[config.mk]
export PLATFORM = sky130hd
export DESIGN_NAME = sprite_compositor_flat
export DESIGN_NICKNAME = d
export VERILOG_FILES = /design/src/rtl/sprite_pkg.sv /design/src/rtl/sprite_compositor_if.sv /design/src/rtl/sprite_hit_unit.sv /design/src/rtl/sprite_compositor.sv /design/src/flat_wrapper.sv
export SDC_FILE = /design/constraint.sdc
export NUM_CORES = 1
export LEC_CHECK = 0
export CAP_MARGIN = 40
export CORE_ASPECT_RATIO = 0.7
export CORE_MARGIN = 2
export CORE_UTILIZATION = 50
export DETAILED_ROUTE_END_ITERATION = 8
export PLACE_DENSITY_LB_ADDON = 0.25
export SYNTH_ARGS = -nofsm -noshare
export SYNTH_HDL_FRONTEND = slang
export SYNTH_SLANG_ARGS = --single-unit
[constraint.sdc]
create_clock -name vga_clk -period 3.55 [get_ports vga_clk]
set_input_delay 0.71 -clock vga_clk [delete_from_list [all_inputs] [get_ports vga_clk]]
set_output_delay 0.71 -clock vga_clk [all_outputs]
set_load 0.01 [all_outputs]
[src/rtl/sprite_pkg.sv]
// Shared types and helpers for the sprite compositor.
// Widths here are the defaults; the compositor parameters override them per instance.
package sprite_pkg;

   localparam int SPR_W_LOG2 = 7;
   localparam int SPR_H_LOG2 = 7;
   localparam int SPR_ADDR_W = SPR_W_LOG2 + SPR_H_LOG2;
   localparam int COL_W      = 10;
   localparam int ROW_W      = 9;
   localparam int RGB_W      = 12;
   localparam int MAX_SPR    = 8;

   typedef struct packed {
      logic [COL_W-1:0] x;
      logic [ROW_W-1:0] y;
   } pos_t;

   // Isolates the lowest set bit, which gives the lowest-index sprite the highest priority.
   function automatic logic [MAX_SPR-1:0] onehot_first(input logic [MAX_SPR-1:0] v);
      return v & (~v + MAX_SPR'(1));
   endfunction

endpackage

[src/rtl/sprite_compositor_if.sv]
// Pixel-timing, position-write and sprite-ROM signals between the board top and the compositor.
interface sprite_compositor_if #(
   parameter int NUM_SPR = 4,
   parameter int COL_W   = 10,
   parameter int ROW_W   = 9,
   parameter int ADDR_W  = 14
);

   logic [COL_W-1:0]          col;
   logic [ROW_W-1:0]          row;
   logic                      disp_ena;
   logic                      frame_start;
   logic                      pos_wr_en;
   logic [2:0]                pos_wr_idx;
   logic [COL_W-1:0]          pos_wr_x;
   logic [ROW_W-1:0]          pos_wr_y;
   logic [NUM_SPR*ADDR_W-1:0] rom_addr;
   logic [NUM_SPR-1:0]        rom_opaque;

   modport master (
      output col, row, disp_ena, frame_start,
      output pos_wr_en, pos_wr_idx, pos_wr_x, pos_wr_y,
      output rom_opaque,
      input  rom_addr
   );

   modport slave (
      input  col, row, disp_ena, frame_start,
      input  pos_wr_en, pos_wr_idx, pos_wr_x, pos_wr_y,
      input  rom_opaque,
      output rom_addr
   );

endinterface

[src/rtl/sprite_hit_unit.sv]
// One sprite: active top-left position, bounding-box hit test and registered ROM address.
module sprite_hit_unit #(
   parameter int COL_W      = 10,
   parameter int ROW_W      = 9,
   parameter int SPR_W_LOG2 = 7,
   parameter int SPR_H_LOG2 = 7
) (
   input  logic                             vga_clk,
   input  logic                             arst_n,
   input  logic                             load,
   input  logic [COL_W-1:0]                 load_x,
   input  logic [ROW_W-1:0]                 load_y,
   input  logic [COL_W-1:0]                 col,
   input  logic [ROW_W-1:0]                 row,
   output logic                             hit,
   output logic [SPR_W_LOG2+SPR_H_LOG2-1:0] addr
);

   logic [COL_W-1:0] act_x;
   logic [ROW_W-1:0] act_y;
   logic [COL_W:0]   x_end;
   logic [ROW_W:0]   y_end;
   logic [COL_W-1:0] dcol;
   logic [ROW_W-1:0] drow;
   logic             hit_c;

   always_ff @(posedge vga_clk or negedge arst_n) begin
      if (!arst_n) begin
         act_x <= '0;
         act_y <= '0;
      end else if (load) begin
         act_x <= load_x;
         act_y <= load_y;
      end
   end

   // The extra MSB on the far edges lets sprites near the right/bottom clip instead of wrapping.
   assign x_end = {1'b0, act_x} + ((COL_W+1)'(1) << SPR_W_LOG2);
   assign y_end = {1'b0, act_y} + ((ROW_W+1)'(1) << SPR_H_LOG2);
   assign dcol  = col - act_x;
   assign drow  = row - act_y;
   assign hit_c = (col >= act_x) && ({1'b0, col} < x_end) &&
                  (row >= act_y) && ({1'b0, row} < y_end);

   always_ff @(posedge vga_clk or negedge arst_n) begin
      if (!arst_n) begin
         hit  <= 1'b0;
         addr <= '0;
      end else begin
         hit  <= hit_c;
         addr <= hit_c ? {drow[SPR_H_LOG2-1:0], dcol[SPR_W_LOG2-1:0]} : '0;
      end
   end

endmodule

[src/rtl/sprite_compositor.sv]
// N-sprite compositor: double-buffered positions, per-sprite ROM addressing, fixed-priority
// opacity resolve into one RGB pixel three clocks after col/row, plus per-frame collision mask.
module sprite_compositor #(
   parameter int NUM_SPR    = 4,
   parameter int SPR_W_LOG2 = sprite_pkg::SPR_W_LOG2,
   parameter int SPR_H_LOG2 = sprite_pkg::SPR_H_LOG2,
   parameter int COL_W      = sprite_pkg::COL_W,
   parameter int ROW_W      = sprite_pkg::ROW_W,
   parameter int RGB_W      = sprite_pkg::RGB_W
) (
   input  logic                     vga_clk,
   input  logic                     arst_n,
   sprite_compositor_if.slave       bus,
   input  logic [NUM_SPR-1:0]       spr_enable,
   input  logic [NUM_SPR*RGB_W-1:0] spr_color,
   input  logic [RGB_W-1:0]         bg_color,
   output logic [RGB_W-1:0]         pix_rgb,
   output logic                     pix_de,
   output logic [NUM_SPR-1:0]       collision_mask,
   output logic                     collision_valid
);

   import sprite_pkg::*;

   localparam int ADDR_W = SPR_W_LOG2 + SPR_H_LOG2;

   pos_t                      shadow_pos [NUM_SPR];
   pos_t                      load_pos   [NUM_SPR];
   logic                      wr_valid;
   logic [NUM_SPR-1:0]        hit1;
   logic [NUM_SPR-1:0]        hit2;
   logic                      de1;
   logic                      de2;
   logic [NUM_SPR*ADDR_W-1:0] addr_flat;
   logic [NUM_SPR-1:0]        opaque;
   logic [MAX_SPR-1:0]        winner;
   logic [RGB_W-1:0]          pix_next;
   logic                      coll_event;
   logic [NUM_SPR-1:0]        accum;

   assign wr_valid = bus.pos_wr_en && (int'(bus.pos_wr_idx) < NUM_SPR);

   always_ff @(posedge vga_clk or negedge arst_n) begin
      if (!arst_n) begin
         for (int i = 0; i < NUM_SPR; i++) shadow_pos[i] <= '0;
      end else begin
         for (int i = 0; i < NUM_SPR; i++)
            if (wr_valid && int'(bus.pos_wr_idx) == i)
               shadow_pos[i] <= '{x: bus.pos_wr_x, y: bus.pos_wr_y};
      end
   end

   // A write landing on the frame_start cycle bypasses the shadow so it takes effect this frame.
   always_comb begin
      for (int i = 0; i < NUM_SPR; i++) begin
         load_pos[i] = shadow_pos[i];
         if (bus.pos_wr_en && int'(bus.pos_wr_idx) == i)
            load_pos[i] = '{x: bus.pos_wr_x, y: bus.pos_wr_y};
      end
   end

   for (genvar g = 0; g < NUM_SPR; g++) begin : g_spr
      sprite_hit_unit #(
         .COL_W      (COL_W),
         .ROW_W      (ROW_W),
         .SPR_W_LOG2 (SPR_W_LOG2),
         .SPR_H_LOG2 (SPR_H_LOG2)
      ) u_hit (
         .vga_clk (vga_clk),
         .arst_n  (arst_n),
         .load    (bus.frame_start),
         .load_x  (load_pos[g].x),
         .load_y  (load_pos[g].y),
         .col     (bus.col),
         .row     (bus.row),
         .hit     (hit1[g]),
         .addr    (addr_flat[g*ADDR_W +: ADDR_W])
      );
   end

   assign bus.rom_addr = addr_flat;

   always_ff @(posedge vga_clk or negedge arst_n) begin
      if (!arst_n) begin
         de1  <= 1'b0;
         de2  <= 1'b0;
         hit2 <= '0;
      end else begin
         de1  <= bus.disp_ena;
         de2  <= de1;
         hit2 <= hit1;
      end
   end

   assign opaque = hit2 & bus.rom_opaque & spr_enable;

   always_comb begin
      winner   = onehot_first(MAX_SPR'(opaque));
      pix_next = '0;
      if (de2) begin
         if (winner == '0) begin
            pix_next = bg_color;
         end else begin
            for (int i = 0; i < NUM_SPR; i++)
               if (winner[i]) pix_next = spr_color[i*RGB_W +: RGB_W];
         end
      end
   end

   always_ff @(posedge vga_clk or negedge arst_n) begin
      if (!arst_n) begin
         pix_rgb <= '0;
         pix_de  <= 1'b0;
      end else begin
         pix_rgb <= pix_next;
         pix_de  <= de2;
      end
   end

   assign coll_event = de2 && ($countones(opaque) >= 2);

   // frame_start hands the finished frame's accumulator to the output and starts a fresh one.
   always_ff @(posedge vga_clk or negedge arst_n) begin
      if (!arst_n) begin
         accum           <= '0;
         collision_mask  <= '0;
         collision_valid <= 1'b0;
      end else begin
         collision_valid <= bus.frame_start;
         if (bus.frame_start) begin
            collision_mask <= accum;
            accum          <= coll_event ? opaque : '0;
         end else if (coll_event) begin
            accum <= accum | opaque;
         end
      end
   end

endmodule

[src/flat_wrapper.sv]
// flat-port wrapper written by rule: the top's interface ports become plain ports
module sprite_compositor_flat import sprite_pkg::*;
#(
   parameter int NUM_SPR    = 4,
   parameter int SPR_W_LOG2 = sprite_pkg::SPR_W_LOG2,
   parameter int SPR_H_LOG2 = sprite_pkg::SPR_H_LOG2,
   parameter int COL_W      = sprite_pkg::COL_W,
   parameter int ROW_W      = sprite_pkg::ROW_W,
   parameter int RGB_W      = sprite_pkg::RGB_W
)
  (vga_clk, arst_n, spr_enable, spr_color, bg_color, pix_rgb, pix_de, collision_mask, collision_valid, bus_col, bus_row, bus_disp_ena, bus_frame_start, bus_pos_wr_en, bus_pos_wr_idx, bus_pos_wr_x, bus_pos_wr_y, bus_rom_opaque, bus_rom_addr);
  sprite_compositor_if #(.NUM_SPR(NUM_SPR), .COL_W(COL_W), .ROW_W(ROW_W), .ADDR_W((14))) bus_i ();
  input  logic vga_clk;
  input  logic arst_n;
  input  logic [NUM_SPR-1:0] spr_enable;
  input  logic [NUM_SPR*RGB_W-1:0] spr_color;
  input  logic [RGB_W-1:0] bg_color;
  output logic [RGB_W-1:0] pix_rgb;
  output logic pix_de;
  output logic [NUM_SPR-1:0] collision_mask;
  output logic collision_valid;
  input wire logic [$bits(bus_i.col)-1:0] bus_col;
  input wire logic [$bits(bus_i.row)-1:0] bus_row;
  input wire logic [$bits(bus_i.disp_ena)-1:0] bus_disp_ena;
  input wire logic [$bits(bus_i.frame_start)-1:0] bus_frame_start;
  input wire logic [$bits(bus_i.pos_wr_en)-1:0] bus_pos_wr_en;
  input wire logic [$bits(bus_i.pos_wr_idx)-1:0] bus_pos_wr_idx;
  input wire logic [$bits(bus_i.pos_wr_x)-1:0] bus_pos_wr_x;
  input wire logic [$bits(bus_i.pos_wr_y)-1:0] bus_pos_wr_y;
  input wire logic [$bits(bus_i.rom_opaque)-1:0] bus_rom_opaque;
  output wire logic [$bits(bus_i.rom_addr)-1:0] bus_rom_addr;
  assign bus_i.col = bus_col;
  assign bus_i.row = bus_row;
  assign bus_i.disp_ena = bus_disp_ena;
  assign bus_i.frame_start = bus_frame_start;
  assign bus_i.pos_wr_en = bus_pos_wr_en;
  assign bus_i.pos_wr_idx = bus_pos_wr_idx;
  assign bus_i.pos_wr_x = bus_pos_wr_x;
  assign bus_i.pos_wr_y = bus_pos_wr_y;
  assign bus_i.rom_opaque = bus_rom_opaque;
  assign bus_rom_addr = bus_i.rom_addr;
  sprite_compositor #(.NUM_SPR(NUM_SPR), .SPR_W_LOG2(SPR_W_LOG2), .SPR_H_LOG2(SPR_H_LOG2), .COL_W(COL_W), .ROW_W(ROW_W), .RGB_W(RGB_W)) u_core (.vga_clk(vga_clk), .arst_n(arst_n), .bus(bus_i), .spr_enable(spr_enable), .spr_color(spr_color), .bg_color(bg_color), .pix_rgb(pix_rgb), .pix_de(pix_de), .collision_mask(collision_mask), .collision_valid(collision_valid));
endmodule
==> metrics.md <==
| Metric | Value |
|---|---|
| Top cell type's share of synthesized area | `48.36%` |
| Compound-gate portion of the synthesized area | `13.21%` |
| Relative slew slack | `42.58%` |
| CTS resizes | `0` |
| Post-layout min period | `3.196 ns` |
| Port bufs | `187` |
| Initial antenna violation count | `1` |
| Cell leakage power | `7.165 nW` |
| Main area contributors after synthesis | `dfrtp_1 (48%), ha_1 (11%), mux2_2 (8.0%), o21ai_0 (4.7%), inv_1 (3.1%)` |
| Simple-gate area share of the yosys netlist | `10.65%` |
| Post-CTS Setup Repair Bufs | `0` |
| HP Class | `in -> async` |
| F_max | `312.9 MHz` |
| Total CTS buffers | `24` |
| Hold Slack | `0.2354 ns` |
| Root Buffer | `clkbuf_16` |
| Die Area | `26,140 µm²` |
| Hold Buf Count CTS | `0` |
| Yosys Warn Count | `0` |
| CP Max Fanout | `4` |
| Worst-path cell chain | `clkdlybuf4s50_1 > inv_1 > ha_1 > inv_1 > fa_1 > a211oi_1 > o21bai_1 > a21o_1 > nand4_1 > nand4b_1 > a2111oi_0` |
| Width of the die | `192.4 µm` |
| Reg2Reg Depth | `9` |
| XOR/XNOR share of the synthesized area | `1.975%` |
| FF-to-FF setup slack | `0.92 ns` |
| Syn avg cell area | `10.73 µm²` |
| Post-Route Setup TNS | `0 ns` |
| Worst-path clk slew | `0.06 ns` |
| # fillers | `1,979` |
| # DRC | `0` |
| Capturing point of the worst reg2reg path | `u_core.g_spr[1].u_hit.addr[10]` |
| Antenna Nets Post-Route | `0` |
| Setup violations, final | `0` |
| Multiplexer share of the synthesized area | `8.946%` |
| Layout cells sized above 1 | `13.47%` |
| Yosys top cell by area | `dfrtp_1` |
| Core area | `24,500 µm²` |
| Vias in the first global route | `9,396` |
| DR vias/cell | `5.605` |
| WP data required | `3.90 ns` |
| Max H-tree Level | `1` |
| Overflow after GRT | `0` |
| Clock buffer depth | `3` |
| Global-route wire length before repair | `51,360 µm` |
| CTS tree | `built` |
| Hpwl dp | `24,230 µm` |
| Final Wtd Congestion | `0.9518` |
| Max-Cap Viols | `0` |
| Count leader, synth | `dfrtp_1` |
| Row cnt | `48` |
| Setup crit end kind | `register` |
| PwrDens | `558.6 nW/µm²` |
| Tot Pwr | `8.786 mW` |
| Final Hold Fails | `0` |
| Clock Skew | `0.01629 ns` |
| Yosys cell types | `56` |
| Post-Synth Adder-Cell Area | `12.43%` |
| Async SR Flop Fraction | `100.0%` |
| Synthesized instance count | `1,157` |
| Top cells by count, synth | `dfrtp_1 (240), o21ai_0 (116), ha_1 (109)` |
| Crit path kind | `in -> reg` |
| Via count | `9,601` |
| NumNets Final | `1,603` |
| Sequential area share after synthesis | `48.36%` |
| Post-place setup slack | `-0.1339 ns` |
| Slew Limit Fails | `0` |
| Post-route clock period utilization | `90.02%` |
| Final wirelength | `32,430 µm` |
| Top cell by count, worst path | `inv_1` |
| Worst setup margin | `0.3544 ns` |
| Worst skew pair latency | `0.53 ns` |
| Clock Sinks | `240` |
| Io pins | `188` |
| Crit path from | `bus_row[0]` |
| Top FF cell, synth | `dfrtp_1` |
| Die Y | `135.9 µm` |
| DR pass1 iterations | `6` |
| Least-Margin Pin Slew | `0.8613 ns` |
| Largest net degree at the start of global routing | `109` |
| CP max stage cell | `a2111oi_0` |
| Syn Nets | `1,389` |
| Avg WL per Cell | `18.93 µm` |
| Status | `complete, no violations` |
| Unrepaired setup endpoints after global routing | `false` |
| Total track usage | `25.42%` |
| Synth Register Bits | `240` |
| ANT cells | `0` |
| EDFF count, synth | `0` |
| Worst vdd ir | `361.6 µV` |
| FF-to-FF Start | `u_core.g_spr[1].u_hit.act_y[0]` |
| Largest family of logic cells by synthesized area | `compound AO/OA/AOI/OAI gates` |
| Critical path arrival | `3.55 ns` |
| Layout area overhead | `26.65%` |
| Worst stage delay on the critical path | `0.53 ns` |
| Post-Syn Area | `12,420 µm²` |
| Initial core utilization | `50.68%` |
| DRT iter0 DRCs | `617` |
| CP startpoint kind | `input pin` |
==> worst max-delay path: cells and delay by family <==
kind | cells | cell delay (ns)
AO/OA/AOI/OAI | 4 | 1.16
buffers and inverters | 3 | 0.73
adder cells (fa/ha/maj) | 2 | 0.64
AND/OR/NAND/NOR | 2 | 0.30
==> layout make-up <==
type                            instances  area [µm²]  share of cell area (%)
Tap cell                              325       406.6                   2.585
Multi-Input combinational cell        773        5899                   37.51
Clock inverter                          4       45.04                  0.2864
Timing Repair Buffer                  231        2255                   14.33
Inverter                              101       379.1                   2.410
Sequential cell                       240        6006                   38.18
Clock buffer                           39       738.2                   4.693
==> cell families (layout without fill, tap and decap cells) <==
kind of cell | count (synthesis) | count (layout)
compound gates | 271 | 271
xor+xnor | 28 | 28
fa+ha+maj | 118 | 118
buf+inv | 144 | 375
flops | 240 | 240
mux | 100 | 100
simple gates | 256 | 256
==> worst max-delay path by stage <==
stage	end	slack, ns	depth (start not counted)
after floorplan	u_core.g_spr[3].u_hit.addr[11]	0.78	11
after global placement	u_core.g_spr[3].u_hit.addr[10]	0.04	12
after detailed placement	u_core.g_spr[1].u_hit.addr[10]	-0.13	11
after CTS	u_core.g_spr[1].u_hit.addr[10]	0.39	11
after global routing	u_core.g_spr[1].u_hit.addr[10]	0.13	11
final	u_core.g_spr[1].u_hit.addr[10]	0.35	11
==> placed cells by master, fill, tap and decap left out, drive strengths merged, types with 3 or more instances in the layout <==
cell type and n:
mux2i 12, a211oi 18, clkdlybuf4s50 185, o211ai 4
o31a 4, nor2b 24, nand4 8, nand4b 3
a2111oi 7, o21a 7, a21o 24, dfrtp 240
nor3 43, nor2 27, nand3b 3, mux2 88
nor4 7, xor2 10, xnor2 18, o21bai 7
clkinv 3, a31oi 4, o22ai 3, clkbuf 39
nand3 18, and4 4, o21ai 127, nand2 97
inv 101, buf 46, a22oi 12, fa 9
nor4bb 4, a21oi 44, ha 109, nor3b 8
==> flip-flops by register name, indices dropped and copies added (netlist names) <==
signal                    count
u_core.accum                  4
u_core.hit2                   4
u_core.g_spr.u_hit.addr      56
u_core.g_spr.u_hit.hit        4
u_core.collision_mask         4
u_core.g_spr.u_hit.act_x     40
u_core.de2                    1
u_core.pix_de                 1
u_core.shadow_pos            76
u_core.de1                    1
u_core.collision_valid        1
u_core.pix_rgb               12
u_core.g_spr.u_hit.act_y     36
==> report_power, final <==
part	internal (mW)	leakage, nW	switching [mW]
registers	3.23	3.05	0.189
clock network	1.49	0.387	1.04
logic	1.31	3.73	1.53
total	6.03	7.16	2.76
==> metrics by stage <==
stage | cell area [µm²] | utilization (%) | cells
after CTS | 15730 | 64.19 | 1713
after detailed placement | 14950 | 60.99 | 1670
final | 15730 | 64.19 | 1713
after floorplan | 12420 | - | 1157
after global placement | 14950 | 60.99 | 1670
after global routing | 15730 | 64.19 | 1713
==> metal layers <==
metal	track usage, %	routed length (µm)	vias to the layer above
li1	-	-	4500
met1	38.87	15600	4739
met2	37.13	13770	310
met3	5.808	2473	52
met4	4.792	588	0
met5	0	0	-
(Power assumes the default switching activity.)
==> RTL edit 1: new RTL, config.mk and constraints unchanged <==
`NUM_SPR` is set to 4 in 3 places; all go to 16.
--- a/src/rtl/sprite_compositor_if.sv
+++ b/src/rtl/sprite_compositor_if.sv
@@ -1,5 +1,5 @@
 // Pixel-timing, position-write and sprite-ROM signals between the board top and the compositor.
 interface sprite_compositor_if #(
-   parameter int NUM_SPR = 4,
+   parameter int NUM_SPR = 16,
    parameter int COL_W   = 10,
    parameter int ROW_W   = 9,
--- a/src/rtl/sprite_compositor.sv
+++ b/src/rtl/sprite_compositor.sv
@@ -2,5 +2,5 @@
 // opacity resolve into one RGB pixel three clocks after col/row, plus per-frame collision mask.
 module sprite_compositor #(
-   parameter int NUM_SPR    = 4,
+   parameter int NUM_SPR    = 16,
    parameter int SPR_W_LOG2 = sprite_pkg::SPR_W_LOG2,
    parameter int SPR_H_LOG2 = sprite_pkg::SPR_H_LOG2,
--- a/src/flat_wrapper.sv
+++ b/src/flat_wrapper.sv
@@ -2,5 +2,5 @@
 module sprite_compositor_flat import sprite_pkg::*;
 #(
-   parameter int NUM_SPR    = 4,
+   parameter int NUM_SPR    = 16,
    parameter int SPR_W_LOG2 = sprite_pkg::SPR_W_LOG2,
    parameter int SPR_H_LOG2 = sprite_pkg::SPR_H_LOG2,
Interface: changed (5 resized); port bits go from 188 to 536. No check against the original RTL was run, so the function may have changed too.
==> RTL edit 1 against the unedited design <==
  * Register-to-register slack lost 2.0 ns
  * Routed wire length grew 140%
  * The flow now finishes with violations (negative setup slack)
  * Area after synthesis grew 110%
  * Critical path depth grew 8
  * Critical endpoint is now u_core.accum[5]
  * Hold slack lost 0.076 ns
  * Core utilization grew 1.5 points
  * Via count grew 110%
  * Design area grew 120%
  * Count of clock-buffer cells in the layout grew 29
  * Sequential cell count grew 256
  * Setup slack lost 1.6 ns
  * Clock skew shrank 0.0026 ns
  * Total power grew 100%
==> RTL edit 1: results (changes against the unedited design) <==
| Metric | Value |
|---|---|
| Global-route wire length before repair | `119000 um (+130%)` |
| Clk slew on worst S/H paths | `about 0.07 ns` |
| Violated checks | `negative setup slack` |
| IO buf count | `439 (+130%)` |
| Setup_tns | `-18.44 ns (-18.44 ns)` |
| Crit path largest cell delay | `0.58 ns (+0.05 ns)` |
| Non-Filler Instances | `3742 (+120%)` |
| Number of synthesis warnings | `0 (unchanged)` |
| Largest regs | `u_core.shadow_pos (152), u_core.g_spr.u_hit.addr (126), u_core.g_spr.u_hit.act_x (80)` |
| Synth unique cells | `64 (+14%)` |
| Filler instances | `3940 (+99%)` |
| Setup Buffers After CTS | `9 (+9)` |
| DR vias/cell | `5.52 (-1.6%)` |
| Total Routing Usage GR | `0.288 (+0.0341)` |
| Leak | `15.8 nW (+120%)` |
| Per-cell routed wire length | `21.2 um (+12%)` |
| Worst EP arrival | `5.25 ns (+1.70 ns)` |
| Commonest cells in the netlist | `dfrtp_1, inv_1, nand2_1` |
| Share of cells above drive strength 1 | `0.173 (+0.0382)` |
| Routability cong. | `0.956 (+0.41%)` |
| Place WS | `-2.02 ns (-1.88 ns)` |
| Worst hold path type | `in -> async` |
| Final Util | `0.657 (+0.0148)` |
| Ys flop type | `dfrtp_1` |
| Largest net degree at the start of global routing | `95 (-13%)` |
| Final setup fails | `16 (+16)` |
| Post-CTS sizing | `48 (+48)` |
| Worst-path fanout max | `6 (+2)` |
| Syn_nets | `3050 (+120%)` |
| Final Skew | `0.0137 ns (-0.00256 ns)` |
| Max Buffers Root-to-Sink | `3 (unchanged)` |
| Worst VDD drop | `0.312 mV (-14%)` |
| Dpl hpwl | `57900 um (+140%)` |
| Slowest stage cell, crit path | `fa_1` |
| Mean cell area of the mapped netlist | `10.4 um^2 (-3.0%)` |
| Slack of the critical path | `-1.20 ns (-1.55 ns)` |
| DP Area | `32200 um^2 (+120%)` |
| Critical R2R Launch | `u_core.hit2[2]` |
| Antenna violations before repair | `10 (+9)` |
| Top post-synthesis cells by area | `dfrtp_1, ha_1, mux2_2` |
| Status | `finished, violations left` |
| H-tree levels | `2 (+1)` |
| DR pass1 iterations | `5 (-1)` |
| CTS root buffer | `clkbuf_16` |
| Worst R2R Path Depth | `20 (+11)` |
| Detailed router's first-iteration violation count | `1530 (+150%)` |
| Worst-Skew Late Latency | `0.59 ns (+0.06 ns)` |
| Worst-margin pin slew | `0.889 ns (+0.0276 ns)` |
| Sequential element share of the synthesized area | `0.474 (-0.00944)` |
| Worst R2R End | `u_core.accum[5]` |
| TritonCTS Buffers | `49 (+100%)` |
| Worst R2R Setup Slack | `-1.12 ns (-2.04 ns)` |
| Placed Cells | `3645 (+120%)` |
| Async S/R FF share, synth | `1.00 (unchanged)` |
| Vias in the first global route | `20800 (+120%)` |
-- RTL edit 1: where the power goes --
| group | leakage (nW) | total [mW] | switching, mW | internal (mW) |
|---|---|---|---|---|
| Sequential | 6.35 | 6.98 | 0.348 | 6.63 |
| Clock | 0.742 | 5.01 | 2.19 | 2.83 |
| Combinational | 8.74 | 5.82 | 3.09 | 2.73 |
| Total | 15.8 | 17.8 | 5.62 | 12.2 |
-- RTL edit 1: cell families (layout without fill, tap and decap cells) --
| logic type | after synthesis | in the layout | share of synthesized area |
|---|---|---|---|
| AOI/OAI and AO/OA | 497 | 497 | 0.115 |
| xor gates and xnor gates | 60 | 60 | 0.0201 |
| adders and majority gates | 253 | 253 | 0.129 |
| buffers and inverters | 445 | 984 | 0.0786 |
| DFF | 496 | 496 | 0.474 |
| muxes | 184 | 184 | 0.0792 |
| other | 0 | 4 | 0 |
| and+or+nand+nor | 580 | 580 | 0.105 |
-- RTL edit 1: cell type report --
class / count / share of cell area
antenna: 4 / 0.000293
clock buffer: 68 / 0.0404
clock inverter: 12 / 0.00323
inverter: 269 / 0.0297
multi-input combinational: 1574 / 0.353
sequential: 496 / 0.364
tap: 684 / 0.0251
timing repair buffer: 635 / 0.184
-- RTL edit 1: routing by layer --
metal | vias up | wire, um | part of all wire | GRT usage
met5 | - | 13 | 0.00016 | 0
met4 | 2 | 2590 | 0.033 | 0.0964
met3 | 166 | 6510 | 0.082 | 0.0631
met2 | 748 | 35500 | 0.45 | 0.443
met1 | 10200 | 34600 | 0.44 | 0.407
li1 | 9513 | - | - | -
-- RTL edit 1: critical path, delay by kind of cell --
family	cells	cell delay (ns)
AO/OA/AOI/OAI	3	0.39
adder cells (fa/ha/maj)	7	2.73
buffers and inverters	7	1.14
AND/OR/NAND/NOR	2	0.28
-- RTL edit 1: stage by stage --
| stage | total power, mW | hold WS, ns |
|---|---|---|
| 2_1_floorplan | 10.3 | 0.331 |
| 3_3_place_gp | 12.5 | 0.337 |
| 3_5_place_dp | 12.8 | 0.335 |
| 4_1_cts | 17.8 | 0.204 |
| 5_1_grt | 18.8 | 0.204 |
| 6_report | 17.8 | 0.159 |
-- RTL edit 1: how the worst max path moves through the flow --
| stage | end | slack, ns | start |
|---|---|---|---|
| 2_1_floorplan | u_core.accum[6] | -0.97 | spr_enable[0] |
| 6_report | u_core.accum[5] | -1.20 | bus_rom_opaque[11] |
| 5_1_grt | u_core.accum[0] | -1.26 | bus_rom_opaque[11] |
| 3_3_place_gp | u_core.accum[10] | -1.87 | bus_rom_opaque[4] |
| 3_5_place_dp | u_core.accum[14] | -2.02 | bus_rom_opaque[4] |
| 4_1_cts | u_core.accum[11] | -0.96 | u_core.hit2[3] |
==> RTL edit 2: new RTL, config.mk and constraints unchanged <==
Made on the original files. Put one more register stage on the output `pix_rgb`, cleared by the reset. The value now appears one clock later. The other outputs are not delayed to match.
--- a/src/rtl/sprite_compositor.sv
+++ b/src/rtl/sprite_compositor.sv
@@ -24,4 +24,6 @@
 
    localparam int ADDR_W = SPR_W_LOG2 + SPR_H_LOG2;
+
+   logic [RGB_W-1:0] pix_rgb_s0;
 
    pos_t                      shadow_pos [NUM_SPR];
@@ -110,8 +112,8 @@
    always_ff @(posedge vga_clk or negedge arst_n) begin
       if (!arst_n) begin
-         pix_rgb <= '0;
+         pix_rgb_s0 <= '0;
          pix_de  <= 1'b0;
       end else begin
-         pix_rgb <= pix_next;
+         pix_rgb_s0 <= pix_next;
          pix_de  <= de2;
       end
@@ -137,4 +139,12 @@
    end
 
+   always_ff @(posedge vga_clk or negedge arst_n) begin
+      if (!arst_n) begin
+         pix_rgb <= '0;
+      end else begin
+         pix_rgb <= pix_rgb_s0;
+      end
+   end
+
 endmodule
 
Behaviour: not the same (a bounded check fails within 4 cycles, from zero or initial values and one cycle with arst_n low).
==> RTL edit 2 against the unedited design <==
  * Area after synthesis up 2.5%
  * Routed wire length up 0.14%
  * First-iteration DRC count down 12%
  * Non-clock buffer count down 9
  * Largest cell class unchanged
  * Final cell count up 0.53%
  * Total power up 4.2%
  * Critical path depth down 3
  * Critical path type unchanged
  * Sequential cell count up 12
  * Setup slack worse by 0.018 ns
  * Highest routed layer unchanged
  * Design area up 2.1%
==> RTL edit 2: results (changes against the unedited design) <==
| Metric | Value |
|---|---|
| Place WS | `-0.0885 ns (+0.0454 ns)` |
| Synth Area in Compound Gates | `0.131 (-0.000612)` |
| Status | `finished clean` |
| Global-route wire length before repair | `51300 um (-0.16%)` |
| DR vias/cell | `5.53 (-1.4%)` |
| Cells after Synth | `1171 (+1.2%)` |
| Placed Cells | `1675 (+0.30%)` |
| Leak | `7.34 nW (+2.5%)` |
| Met3 Use GR | `0.0438 (-0.0143)` |
| Crit path largest cell delay | `0.63 ns (+0.10 ns)` |
| Headroom to the max-slew limit | `0.534 (+0.108)` |
| Cell Pwr Density | `570 nW/um^2 (+2.1%)` |
| Post-synthesis adder-cell area fraction | `0.121 (-0.00298)` |
| Worst R2R Setup Slack | `0.87 ns (-0.05 ns)` |
| Global routing usage on met1 | `0.388 (-0.000564)` |
| Sequential element share of the synthesized area | `0.496 (+0.0120)` |
| Xor/xnor share of the synthesized area | `0.0193 (-0.000474)` |
| WL met2 | `13400 um (-3.0%)` |
| Worst R2R End | `u_core.g_spr[1].u_hit.addr[12]` |
| Critical R2R Launch | `u_core.g_spr[1].u_hit.act_x[2]` |
| TritonCTS Buffers | `26 (+8.3%)` |
| Slowest stage cell, crit path | `clkdlybuf4s50_1` |
| Largest net degree at the start of global routing | `85 (-22%)` |
| Routed met3 length | `2120 um (-14%)` |
| Top post-synthesis cells by area | `dfrtp_1, ha_1, mux2_2` |
| Combinational power share | `0.311 (-0.012)` |
| Per-cell routed wire length | `18.9 um (-0.38%)` |
| DRT Wirelength | `32500 um (+0.14%)` |
| Antenna violations before repair | `0 (-1)` |
| Worst-path fanout max | `6 (+2)` |
| Dpl hpwl | `24100 um (-0.38%)` |
| IO buf count | `187 (unchanged)` |
| Syn_nets | `1403 (+1.0%)` |
| Detailed router's first-iteration violation count | `545 (-12%)` |
| Share of cells above drive strength 1 | `0.134 (-0.000868)` |
| Wl on met1 | `16500 um (+6.1%)` |
| Grt met2 use | `0.350 (-0.0216)` |
| Total Routing Usage GR | `0.244 (-0.00992)` |
| Worst R2R Path Depth | `8 (-1)` |
| Final Skew | `0.0169 ns (+0.000615 ns)` |
| Mux cell area share after synthesis | `0.0873 (-0.00215)` |
| Routability cong. | `0.896 (-5.8%)` |
| Filler instances | `1945 (-1.7%)` |
| Commonest cells in the netlist | `dfrtp_1, o21ai_0, ha_1` |
| Nets | `1610 (+0.44%)` |
| Vias in the first global route | `9338 (-0.62%)` |
[RTL edit 2: how the worst max path moves through the flow]
stage,from,endpoint,slack [ns],cells past startpoint
after detailed placement,bus_col[2],u_core.g_spr[1].u_hit.addr[12],-0.09,8
after CTS,bus_col[2],u_core.g_spr[1].u_hit.addr[12],0.43,8
after global placement,bus_row[0],u_core.g_spr[3].u_hit.addr[11],0.01,12
final,bus_col[2],u_core.g_spr[1].u_hit.addr[12],0.34,8
after global routing,bus_col[2],u_core.g_spr[1].u_hit.addr[12],0.20,8
after floorplan,bus_col[0],u_core.g_spr[0].u_hit.addr[12],0.81,11
[RTL edit 2: layout make-up]
cell class / count / area [um^2] / area share
flip-flops and latches: 252 / 6310 / 0.393
multi-input cells: 774 / 5910 / 0.368
repair buffers: 222 / 2190 / 0.136
clock buffers: 39 / 801 / 0.0499
well taps: 325 / 407 / 0.0253
inverters: 102 / 383 / 0.0238
clock inverters: 8 / 67.6 / 0.00421
